==> src/rtl/cascaded_alu_pipe_if.sv <==
// Operand/result handshake bundle for cascaded_alu_pipe.
// The slave modport is the pipeline side, and the master modport is the source/consumer side.
interface cascaded_alu_pipe_if #(
    parameter int DATA_WIDTH = 16
);
    logic                      in_valid;
    logic                      in_ready;
    logic [DATA_WIDTH-1:0]     a;
    logic [DATA_WIDTH-1:0]     b;
    logic [2:0]                op_sel;
    logic                      out_valid;
    logic                      out_ready;
    logic [2*DATA_WIDTH-1:0]   result;

    modport master (
        output in_valid, a, b, op_sel, out_ready,
        input  in_ready, out_valid, result
    );

    modport slave (
        input  in_valid, a, b, op_sel, out_ready,
        output in_ready, out_valid, result
    );
endinterface

==> src/rtl/cascaded_alu_pipe.sv <==
// Two-stage in-order ALU pipeline: stage 1 does arithmetic, a multi-cycle multiply or a pack,
// and stage 2 does logic ops or a pass-through. Both the input and the output use valid/ready.
module cascaded_alu_pipe #(
    parameter int DATA_WIDTH  = 16,
    parameter int MUL_LAT     = 3,
    parameter int COUNT_WIDTH = 16
) (
    input  logic                   clk,
    input  logic                   rst_n,
    cascaded_alu_pipe_if.slave     bus,
    output logic                   mul_busy,
    output logic [COUNT_WIDTH-1:0] done_count
);
    localparam int W     = DATA_WIDTH;
    localparam int W2    = 2 * DATA_WIDTH;
    localparam int CNT_W = (MUL_LAT > 1) ? $clog2(MUL_LAT) : 1;

    localparam logic [1:0] S1_EMPTY = 2'd0;
    localparam logic [1:0] S1_MUL   = 2'd1;
    localparam logic [1:0] S1_FULL  = 2'd2;

    function automatic logic [W2-1:0] stage1_op(input logic [2:0] op,
                                                input logic [W-1:0] x, input logic [W-1:0] y);
        logic [W2-1:0] xe, ye, r;
        xe = {{W{1'b0}}, x};
        ye = {{W{1'b0}}, y};
        if (op[2]) begin
            r = {x, y};
        end else begin
            case (op[1:0])
                2'b00:   r = xe * ye;
                2'b01:   r = xe + ye;
                2'b10:   r = {{W{1'b0}}, x - y};
                default: r = xe + ye + W2'(1);
            endcase
        end
        return r;
    endfunction

    function automatic logic [W2-1:0] stage2_op(input logic [2:0] op, input logic [W2-1:0] s);
        logic [W-1:0]  hi, lo;
        logic [W2-1:0] r;
        hi = s[W2-1:W];
        lo = s[W-1:0];
        if (!op[2]) begin
            r = s;
        end else begin
            case (op[1:0])
                2'b00:   r = {{W{1'b0}}, hi | lo};
                2'b01:   r = {{W{1'b0}}, hi & lo};
                2'b10:   r = {{W{1'b0}}, hi ^ lo};
                default: r = {~hi, ~lo};
            endcase
        end
        return r;
    endfunction

    logic [1:0]             state_q, state_d;
    logic [CNT_W-1:0]       cnt_q, cnt_d;
    logic [W-1:0]           opa_q, opa_d, opb_q, opb_d;
    logic [2:0]             op_q, op_d;
    logic [W2-1:0]          s1_res_q, s1_res_d;
    logic [W2-1:0]          s2_res_q, s2_res_d;
    logic                   s2_valid_q, s2_valid_d;
    logic [COUNT_WIDTH-1:0] done_q, done_d;
    logic                   s1_adv, accept, out_take;

    always_comb begin
        s1_adv       = (state_q == S1_FULL) && (!s2_valid_q || bus.out_ready);
        bus.in_ready = rst_n && ((state_q == S1_EMPTY) || s1_adv);
        accept       = bus.in_valid && bus.in_ready;
        out_take     = s2_valid_q && bus.out_ready;

        state_d    = state_q;
        cnt_d      = cnt_q;
        opa_d      = opa_q;
        opb_d      = opb_q;
        op_d       = op_q;
        s1_res_d   = s1_res_q;
        s2_res_d   = s2_res_q;
        s2_valid_d = s2_valid_q;
        done_d     = done_q;

        case (state_q)
            S1_MUL: begin
                if (cnt_q == '0) begin
                    s1_res_d = stage1_op(3'b000, opa_q, opb_q);
                    state_d  = S1_FULL;
                end else begin
                    cnt_d = cnt_q - CNT_W'(1);
                end
            end
            S1_FULL: if (s1_adv) state_d = S1_EMPTY;
            default: ;
        endcase

        // A new accept overrides the FULL->EMPTY drain, so back-to-back ops see no bubble.
        if (accept) begin
            op_d = bus.op_sel;
            if (bus.op_sel == 3'b000 && MUL_LAT > 1) begin
                state_d = S1_MUL;
                cnt_d   = CNT_W'(MUL_LAT - 1);
                opa_d   = bus.a;
                opb_d   = bus.b;
            end else begin
                state_d  = S1_FULL;
                s1_res_d = stage1_op(bus.op_sel, bus.a, bus.b);
            end
        end

        if (s1_adv) begin
            s2_valid_d = 1'b1;
            s2_res_d   = stage2_op(op_q, s1_res_q);
        end else if (out_take) begin
            s2_valid_d = 1'b0;
        end

        if (out_take) done_d = done_q + COUNT_WIDTH'(1);
    end

    always_ff @(posedge clk or negedge rst_n) begin
        if (!rst_n) begin
            state_q    <= S1_EMPTY;
            cnt_q      <= '0;
            opa_q      <= '0;
            opb_q      <= '0;
            op_q       <= '0;
            s1_res_q   <= '0;
            s2_res_q   <= '0;
            s2_valid_q <= 1'b0;
            done_q     <= '0;
        end else begin
            state_q    <= state_d;
            cnt_q      <= cnt_d;
            opa_q      <= opa_d;
            opb_q      <= opb_d;
            op_q       <= op_d;
            s1_res_q   <= s1_res_d;
            s2_res_q   <= s2_res_d;
            s2_valid_q <= s2_valid_d;
            done_q     <= done_d;
        end
    end

    assign bus.out_valid = s2_valid_q;
    assign bus.result    = s2_res_q;
    assign mul_busy      = (state_q == S1_MUL);
    assign done_count    = done_q;
endmodule

==> src/flat_wrapper.sv <==
// flat-port wrapper written by rule: the top's interface ports become plain ports
module cascaded_alu_pipe_flat 
#(
    parameter int DATA_WIDTH  = 16,
    parameter int MUL_LAT     = 3,
    parameter int COUNT_WIDTH = 16
)
  (clk, rst_n, mul_busy, done_count, bus_in_valid, bus_a, bus_b, bus_op_sel, bus_out_ready, bus_in_ready, bus_out_valid, bus_result);
  cascaded_alu_pipe_if #(.DATA_WIDTH(DATA_WIDTH)) bus_i ();
  input  logic clk;
  input  logic rst_n;
  output logic mul_busy;
  output logic [COUNT_WIDTH-1:0] done_count;
  input wire logic [$bits(bus_i.in_valid)-1:0] bus_in_valid;
  input wire logic [$bits(bus_i.a)-1:0] bus_a;
  input wire logic [$bits(bus_i.b)-1:0] bus_b;
  input wire logic [$bits(bus_i.op_sel)-1:0] bus_op_sel;
  input wire logic [$bits(bus_i.out_ready)-1:0] bus_out_ready;
  output wire logic [$bits(bus_i.in_ready)-1:0] bus_in_ready;
  output wire logic [$bits(bus_i.out_valid)-1:0] bus_out_valid;
  output wire logic [$bits(bus_i.result)-1:0] bus_result;
  assign bus_i.in_valid = bus_in_valid;
  assign bus_i.a = bus_a;
  assign bus_i.b = bus_b;
  assign bus_i.op_sel = bus_op_sel;
  assign bus_i.out_ready = bus_out_ready;
  assign bus_in_ready = bus_i.in_ready;
  assign bus_out_valid = bus_i.out_valid;
  assign bus_result = bus_i.result;
  cascaded_alu_pipe #(.DATA_WIDTH(DATA_WIDTH), .MUL_LAT(MUL_LAT), .COUNT_WIDTH(COUNT_WIDTH)) u_core (.clk(clk), .rst_n(rst_n), .bus(bus_i), .mul_busy(mul_busy), .done_count(done_count));
endmodule
==> config.mk <==
export PLATFORM = sky130hd
export DESIGN_NAME = cascaded_alu_pipe_flat
export DESIGN_NICKNAME = d
export VERILOG_FILES = /design/src/rtl/cascaded_alu_pipe_if.sv /design/src/rtl/cascaded_alu_pipe.sv /design/src/flat_wrapper.sv
export SDC_FILE = /design/constraint.sdc
export NUM_CORES = 1
export LEC_CHECK = 0
export BUFFER_PORTS_ARGS = -buffer_cell sky130_fd_sc_hd__clkbuf_2
export CAP_MARGIN = 0
export CORE_MARGIN = 2
export CORE_UTILIZATION = 27
export DETAILED_ROUTE_END_ITERATION = 10
export GPL_TIMING_DRIVEN = 0
export PLACE_DENSITY = 0.54
export SYNTH_ARGS = -nofsm -noshare
export SYNTH_HDL_FRONTEND = slang
export SYNTH_SLANG_ARGS = --single-unit
==> constraint.sdc <==
create_clock -name clk -period 6.3 [get_ports clk]
set_input_delay 0.315 -clock clk [delete_from_list [all_inputs] [get_ports clk]]
set_output_delay 0.315 -clock clk [all_outputs]
set_load 0.01 [all_outputs]
==> reports/qor.log, run 1 <==
qor: floorplanning.fp.dieW 264.0 um
qor: placed_design.gp_congestion 0.8891
qor: global_route.grt_max_degree 68
qor: synth.synth-seq-cells 120
qor: synth.synthArstFlopShare 1.000
qor: clock_network.clkSinkCount 120
qor: routing.detailedRoute.firstIterationViolations 1049
qor: setup_path.critical_path_peak_fanout 5
qor: timing.rsz0062_at_grt true
qor: placed_design.detailed_place.area 19820 sq um
qor: synth.syn-instance-count 2081
qor: synth.dominantRegCellSynth dfrtp_1
qor: timing.worst_hold_slack 0.2101 ns
qor: layout.post_route_cells_drive_above_1_share 0.1716
qor: setup_path.crit_path_cell_trace buf_4 > and2_1 > fa_1 > inv_1 > fa_1 > inv_1 > fa_1 > fa_1 > fa_1 > inv_1 > fa_1 > inv_1 > ha_2 > a21o_1 > a21o_1 > a21o_1 > a2111o_1 > a21o_1 > a31oi_4 > a31oi_2 > xnor2_1 > o21ai_0
qor: routing.drt-total-wl 59590 um
qor: synth.yosys_warnings 0
qor: clock_network.tritoncts.num_buffers 17
qor: placed_design.port_buffers 89
qor: outcome.outcome finished, final reports clean
qor: timing.timing.slew.headroom 0.1650
qor: clock_network.later_pin_clock_latency_in_the_skew_report 0.42 ns
qor: layout.final_nets 2718
qor: synth.post_synth_num_cell_types 76
qor: timing.fmaxAchievable 0.1610 GHz
qor: floorplanning.floorplan.initialDensity 0.2722
qor: setup_path.timing.critical_path.from_type flop
qor: run.cap_violations 0
qor: setup_path.worst_path_largest_cell_delay 0.56 ns
qor: layout.post-route-util 0.3211
qor: routing.post_detailed_route_via_to_cell_ratio 4.918
qor: timing.hold_viol 0
qor: clock_network.cts_htree_levels 4
qor: global_route.grt.overflow.total 0
qor: synth.number_of_synthesized_flops_with_an_enable_pin 0
qor: layout.flow.area_growth_from_synthesis 17.99%
qor: clock_network.cts-root-buf clkbuf_16
qor: routing.drt.antenna.violating_nets 0
qor: placed_design.place.detailed.instances 3044
qor: worst_hold_path.min-delay-path-class input pin to flop
qor: setup_path.r2r.worst_path.cells 22
qor: floorplanning.std_cell_rows 95
qor: timing.timing_worst_slew_pin_value 1.242 ns
qor: floorplanning.design.die.area 69670 sq um
qor: setup_path.cp.required 6.58 ns
qor: timing.slew_viol_final 0
qor: clock_network.cts_buffer_depth 2
qor: timing.period_minus_slack 6.212 ns
qor: synth.post-synth-top-area-fraction 0.2392
qor: clock_network.tritoncts yes
qor: synth.cell_type_with_the_largest_total_area_after_synthesis fa_1
qor: setup_path.worstSetupStartpoint u_core.opb_q[4]
qor: routing.routed_wire_length_per_instance 18.93 um
qor: synth.synthMostInstantiatedCell inv_1
qor: layout.final_cells 3147
qor: floorplanning.vert_die_dim 264.0 um
qor: timing.clock_skew 0.01072 ns
qor: synth.mappedNetlistArea 18240 sq um
qor: setup_path.timing.critical_path.arrival 6.49 ns
qor: synth.synth.top_cells.by_area fa_1, dfrtp_1, ha_1
qor: synth.netlist_top_cells_count inv_1, nand2_1, fa_1, ha_1, and2_1
qor: setup_path.worst_path_max_delay_cell fa_1
qor: floorplanning.io_pins 90
qor: routing.route.vias.total 15480
qor: worst_hold_path.worstHoldPathCells 2
qor: global_route.grt_pass1_wl 91650 um
qor: timing.period_share 0.9861
qor: setup_path.critical_path.endpoint_type flop
qor: routing.post-route-drc-count 0
qor: setup_path.worst-setup-path-type flop to flop
qor: placed_design.hpwlAfterDp 47980 um
qor: synth.postSynthNetCount 2539
qor: setup_path.path_common_cell fa_1
qor: floorplanning.core_area 67040 sq um
qor: synth.synth-seq-area-share 0.1646
qor: layout.final_area 21530 sq um
qor: global_route.groute.usage.overall 0.1694
qor: timing.setup-violations-final 0
qor: routing.detail_route.first_pass.iterations 5
qor: setup_path.r2r-start u_core.opb_q[4]
qor: clock_network.worst_setup_hold_path_clk_slew 0.06 ns
qor: global_route.antenna_violations_before_repair 5
qor: synth.syn_area_per_cell 8.767 sq um
qor: worst_hold_path.holdCritStartpoint bus_b[14]
qor: global_route.grt_pass1_vias 15760
==> layout make-up <==
type,count,area (sq um)
multi-input combinational,1509,13830
clock buffer,18,439.2
fill,7039,45510
tap,873,1092
antenna,1,2.502
inverter,341,1280
timing repair buffer,164,1060
sequential,120,3042
clock inverter,14,146.4
buffer,107,631.9
==> logic make-up (layout without fill, tap and decap cells) <==
group	after synthesis	after routing	share of synthesized area
compound gates	344	344	0.1217
xor+xnor	68	68	0.03264
fa+ha+maj	419	419	0.3770
buf+inv	452	644	0.09409
flops	120	120	0.1646
mux	78	78	0.04896
other cells	0	1	0
simple gates	600	600	0.1610
==> critical path, delay by kind of cell (launching register included) <==
| kind | cells | cell delay, ns |
|---|---|---|
| AO/OA/AOI/OAI | 8 | 1.62 |
| XOR/XNOR | 1 | 0.18 |
| adder cells (fa/ha/maj) | 7 | 3.23 |
| buffers and inverters | 5 | 0.41 |
| flip-flops | 1 | 0.46 |
| AND/OR/NAND/NOR | 1 | 0.18 |
==> stage by stage <==
step	worst slack [ns]	setup TNS, ns
2_1_floorplan	0.3648	0
3_3_place_gp	-0.8840	-10.60
3_5_place_dp	-0.9258	-11.94
4_1_cts	0.001528	0
5_1_grt	-0.07089	-0.2116
6_report	0.08754	0
==> worst paths after layout <==
path	slack, ns	to
max	0.09	u_core.s1_res_q[30]
min	0.21	u_core.opb_q[14]
max reg2reg	0.09	u_core.s1_res_q[30]
min reg2reg	0.47	u_core.done_count[15]
max in group asynchronous	5.16	u_core.opa_q[12]
min in group asynchronous	0.41	u_core.bus.result[28]
==> repair_timing <==
item                                    in CTS  in global routing
setup buffers                               11                 62
resized for setup                           97                114
pin swaps                                    4                 41
cloned                                       0                  0
hold buffers                                 1                  0
hold endpoints to repair                    53                  0
endpoints found under the setup margin      21                 18
==> state kept, by name, summed over array words and instances (netlist names) <==
name	count
u_core.done_count	16
u_core.bus.result	32
u_core.opa_q	16
u_core.cnt_q	2
u_core.s1_res_q	32
u_core.opb_q	16
u_core.state_q	2
u_core.bus.out_valid	1
u_core.op_q	3
==> cell usage in the layout (no fill, tap or decap), drive strengths merged, types with 15 or more instances in the layout <==
| master | n |
|---|---|
| and2 | 145 |
| xor2 | 18 |
| mux2i | 24 |
| mux2 | 50 |
| dfrtp | 120 |
| inv | 344 |
| a21o | 30 |
| nand2 | 267 |
| a21oi | 71 |
| ha | 201 |
| a31oi | 18 |
| a211oi | 28 |
| o21ai | 102 |
| nor3 | 17 |
| nor2 | 75 |
| nand4 | 15 |
| fa | 218 |
| clkbuf | 181 |
| buf | 107 |
| xnor2 | 50 |
==> per-layer routing <==
| layer | vias to the layer above | share of wire | GRT usage |
|---|---|---|---|
| li1 | 7080 | - | - |
| met1 | 7857 | 0.44 | 0.2326 |
| met2 | 470 | 0.48 | 0.2829 |
| met3 | 67 | 0.053 | 0.01985 |
| met4 | 2 | 0.024 | 0.04300 |
| met5 | - | 0.00025 | 0 |
Power of run 1 is left out: the tool's default activity adds up to more than one toggle a clock period on the data nets, which glitch-free logic cannot reach.
==> inputs of run 2 (changes only) <==
- SETUP_SLACK_MARGIN: not set -> 0.1
- SLEW_MARGIN: not set -> 20
==> run 2 against run 1 <==
Against the previous run:
- critical path depth decreased by 2
- global-route usage up 0.19 points
- setup slack improved by 0.11 ns
- via count is 0.21% higher
- first-iteration DRC count increased by 6.4%
- final area grew 1.2%
- sequential cell count unchanged
==> reports/qor.log, run 2 (synthesized netlist as in run 1, its figures left out) <==
qor: outcome.outcome finished, final reports clean
qor: timing.timing_worst_slew_pin_value 0.7618 ns
qor: setup_path.worstSetupStartpoint u_core.opb_q[6]
qor: placed_design.port_buffers 89
qor: layout.flow.area_growth_from_synthesis 19.47%
qor: setup_path.cp.required 6.60 ns
qor: layout.layout.cells.most_common_list inv_1, nand2_1, fa_1
qor: worst_hold_path.holdCritStartpoint bus_b[14]
qor: global_route.antenna_violations_before_repair 5
qor: global_route.grt_pass1_vias 15830
qor: timing.hold_viol 0
qor: setup_path.timing.critical_path.from_type flop
qor: clock_network.cts_htree_levels 4
qor: setup_path.rr_endpoint u_core.s1_res_q[14]
qor: floorplanning.floorplan.initialDensity 0.2722
qor: timing.fmaxAchievable 0.1638 GHz
qor: timing.setup-violations-final 0
qor: floorplanning.fp.dieW 264.0 um
qor: clock_network.later_pin_clock_latency_in_the_skew_report 0.42 ns
qor: routing.post-route-drc-count 0
qor: setup_path.worst_path_largest_cell_delay 0.59 ns
qor: routing.drt-total-wl 60150 um
qor: setup_path.crit_path_cell_trace buf_6 > buf_4 > and2_1 > fa_1 > inv_1 > fa_1 > inv_1 > ha_1 > fa_1 > fa_1 > fa_1 > ha_2 > or4_1 > a21oi_4 > nor3b_1 > o21a_1 > o41a_1 > mux2i_1 > nor3_2 > a211oi_2
qor: global_route.groute.usage.overall 0.1713
qor: routing.post_detailed_route_via_to_cell_ratio 4.903
qor: placed_design.hpwlAfterDp 47980 um
qor: timing.clock_skew 0.009400 ns
qor: floorplanning.design.die.area 69670 sq um
qor: setup_path.cp_num_cells 20
qor: timing.period_share 0.9691
qor: setup_path.r2r.worst_path.cells 20
qor: routing.routed_wire_length_per_instance 19.02 um
qor: clock_network.clkSinkCount 120
qor: clock_network.tritoncts.num_buffers 17
qor: floorplanning.io_pins 90
qor: clock_network.tritoncts yes
qor: setup_path.worstPathBufferInverterCount 4
qor: routing.route.vias.total 15510
qor: setup_path.cp-endpoint u_core.s1_res_q[14]
qor: clock_network.cts_buffer_depth 2
qor: clock_network.cts-root-buf clkbuf_16
qor: global_route.grt_max_degree 68
qor: setup_path.timing.critical_path.arrival 6.41 ns
qor: setup_path.worst_path_max_delay_cell fa_1
qor: setup_path.critical_path.endpoint_type flop
qor: worst_hold_path.min-delay-path-class input pin to flop
qor: floorplanning.vert_die_dim 264.0 um
qor: setup_path.timing.reg2reg.setup_slack 0.19 ns
qor: routing.drt.antenna.violating_nets 0
qor: global_route.grt_pass1_wl 92400 um
qor: placed_design.gp_congestion 0.8891
qor: floorplanning.std_cell_rows 95
qor: layout.final_nets 2733
qor: floorplanning.core_area 67040 sq um
qor: layout.post-route-util 0.3251
qor: layout.fill_cells 6992
qor: layout.layout_commonest_cell inv_1
qor: timing.timing.slew.headroom 0.4790
qor: setup_path.worst-setup-path-type flop to flop
qor: placed_design.detailed_place.area 19820 sq um
qor: routing.detailedRoute.firstIterationViolations 1116
qor: routing.detail_route.first_pass.iterations 6
qor: setup_path.r2r-start u_core.opb_q[6]
qor: layout.post_route_cells_drive_above_1_share 0.1862
qor: setup_path.cp_top_family adder cells
qor: global_route.grt.overflow.total 0
qor: layout.final_area 21800 sq um
qor: setup_path.path_common_cell fa_1
qor: timing.rsz0062_at_grt true
qor: timing.period_minus_slack 6.105 ns
qor: clock_network.worst_setup_hold_path_clk_slew 0.06 ns
qor: run.cap_violations 0
qor: setup_path.critical_path_peak_fanout 5
qor: timing.slew_viol_final 0
==> run 2: cell types whose count changed in the layout (fill, tap and decap cells not counted), sizes merged <==
cell   change
diode      +1
buf       +15
==> run 2: final cells by class <==
type                    instances  area [sq um]  share of cell area
clock inverters                14         146.4            0.006716
repair buffers                177          1204             0.05522
diodes                          2         5.005           0.0002296
well taps                     873          1092             0.05011
flip-flops and latches        120          3042              0.1395
clock buffers                  18         439.2             0.02015
inverters                     341          1280             0.05872
plain buffers                 109         708.2             0.03249
multi-input cells            1509         13880              0.6368
==> run 2: worst min path at each step <==
stage | cells past startpoint | to
floorplan | 0 | u_core.bus.out_valid
global placement | 2 | u_core.bus.result[20]
detailed placement | 1 | u_core.bus.result[30]
CTS | 2 | u_core.opb_q[14]
global route | 2 | u_core.opb_q[14]
finish | 2 | u_core.opb_q[14]
==> run 2: stage by stage <==
| step | setup TNS, ns | setup slack [ns] | cells | hold slack [ns] |
|---|---|---|---|---|
| after floorplan | 0 | 0.3648 | 2081 | 0.01941 |
| after CTS | 0 | 0.07904 | 3106 | 0.1961 |
| after detailed placement | -11.94 | -0.9258 | 3044 | 0.3034 |
| final | 0 | 0.1946 | 3163 | 0.2124 |
| after global placement | -10.60 | -0.8840 | 3043 | 0.4659 |
| after global routing | 0 | 0.01739 | 3162 | 0.2038 |
==> run 2: what timing repair did <==
action,CTS,global route
buffers inserted,30,56
hold buffers,1,0
setup endpoints to repair,21,18
hold endpoints to repair,53,0
resized for setup,111,149
pin swaps,5,66
==> run 2: routing by layer <==
metal	GRT usage	routed length (um)	vias up
li1	-	-	7113
met4	0.04469	1419	2
met5	0	18	-
met3	0.02135	3310	70
met2	0.2835	28790	490
met1	0.2360	26610	7834
Power of run 2 is left out for the same reason.
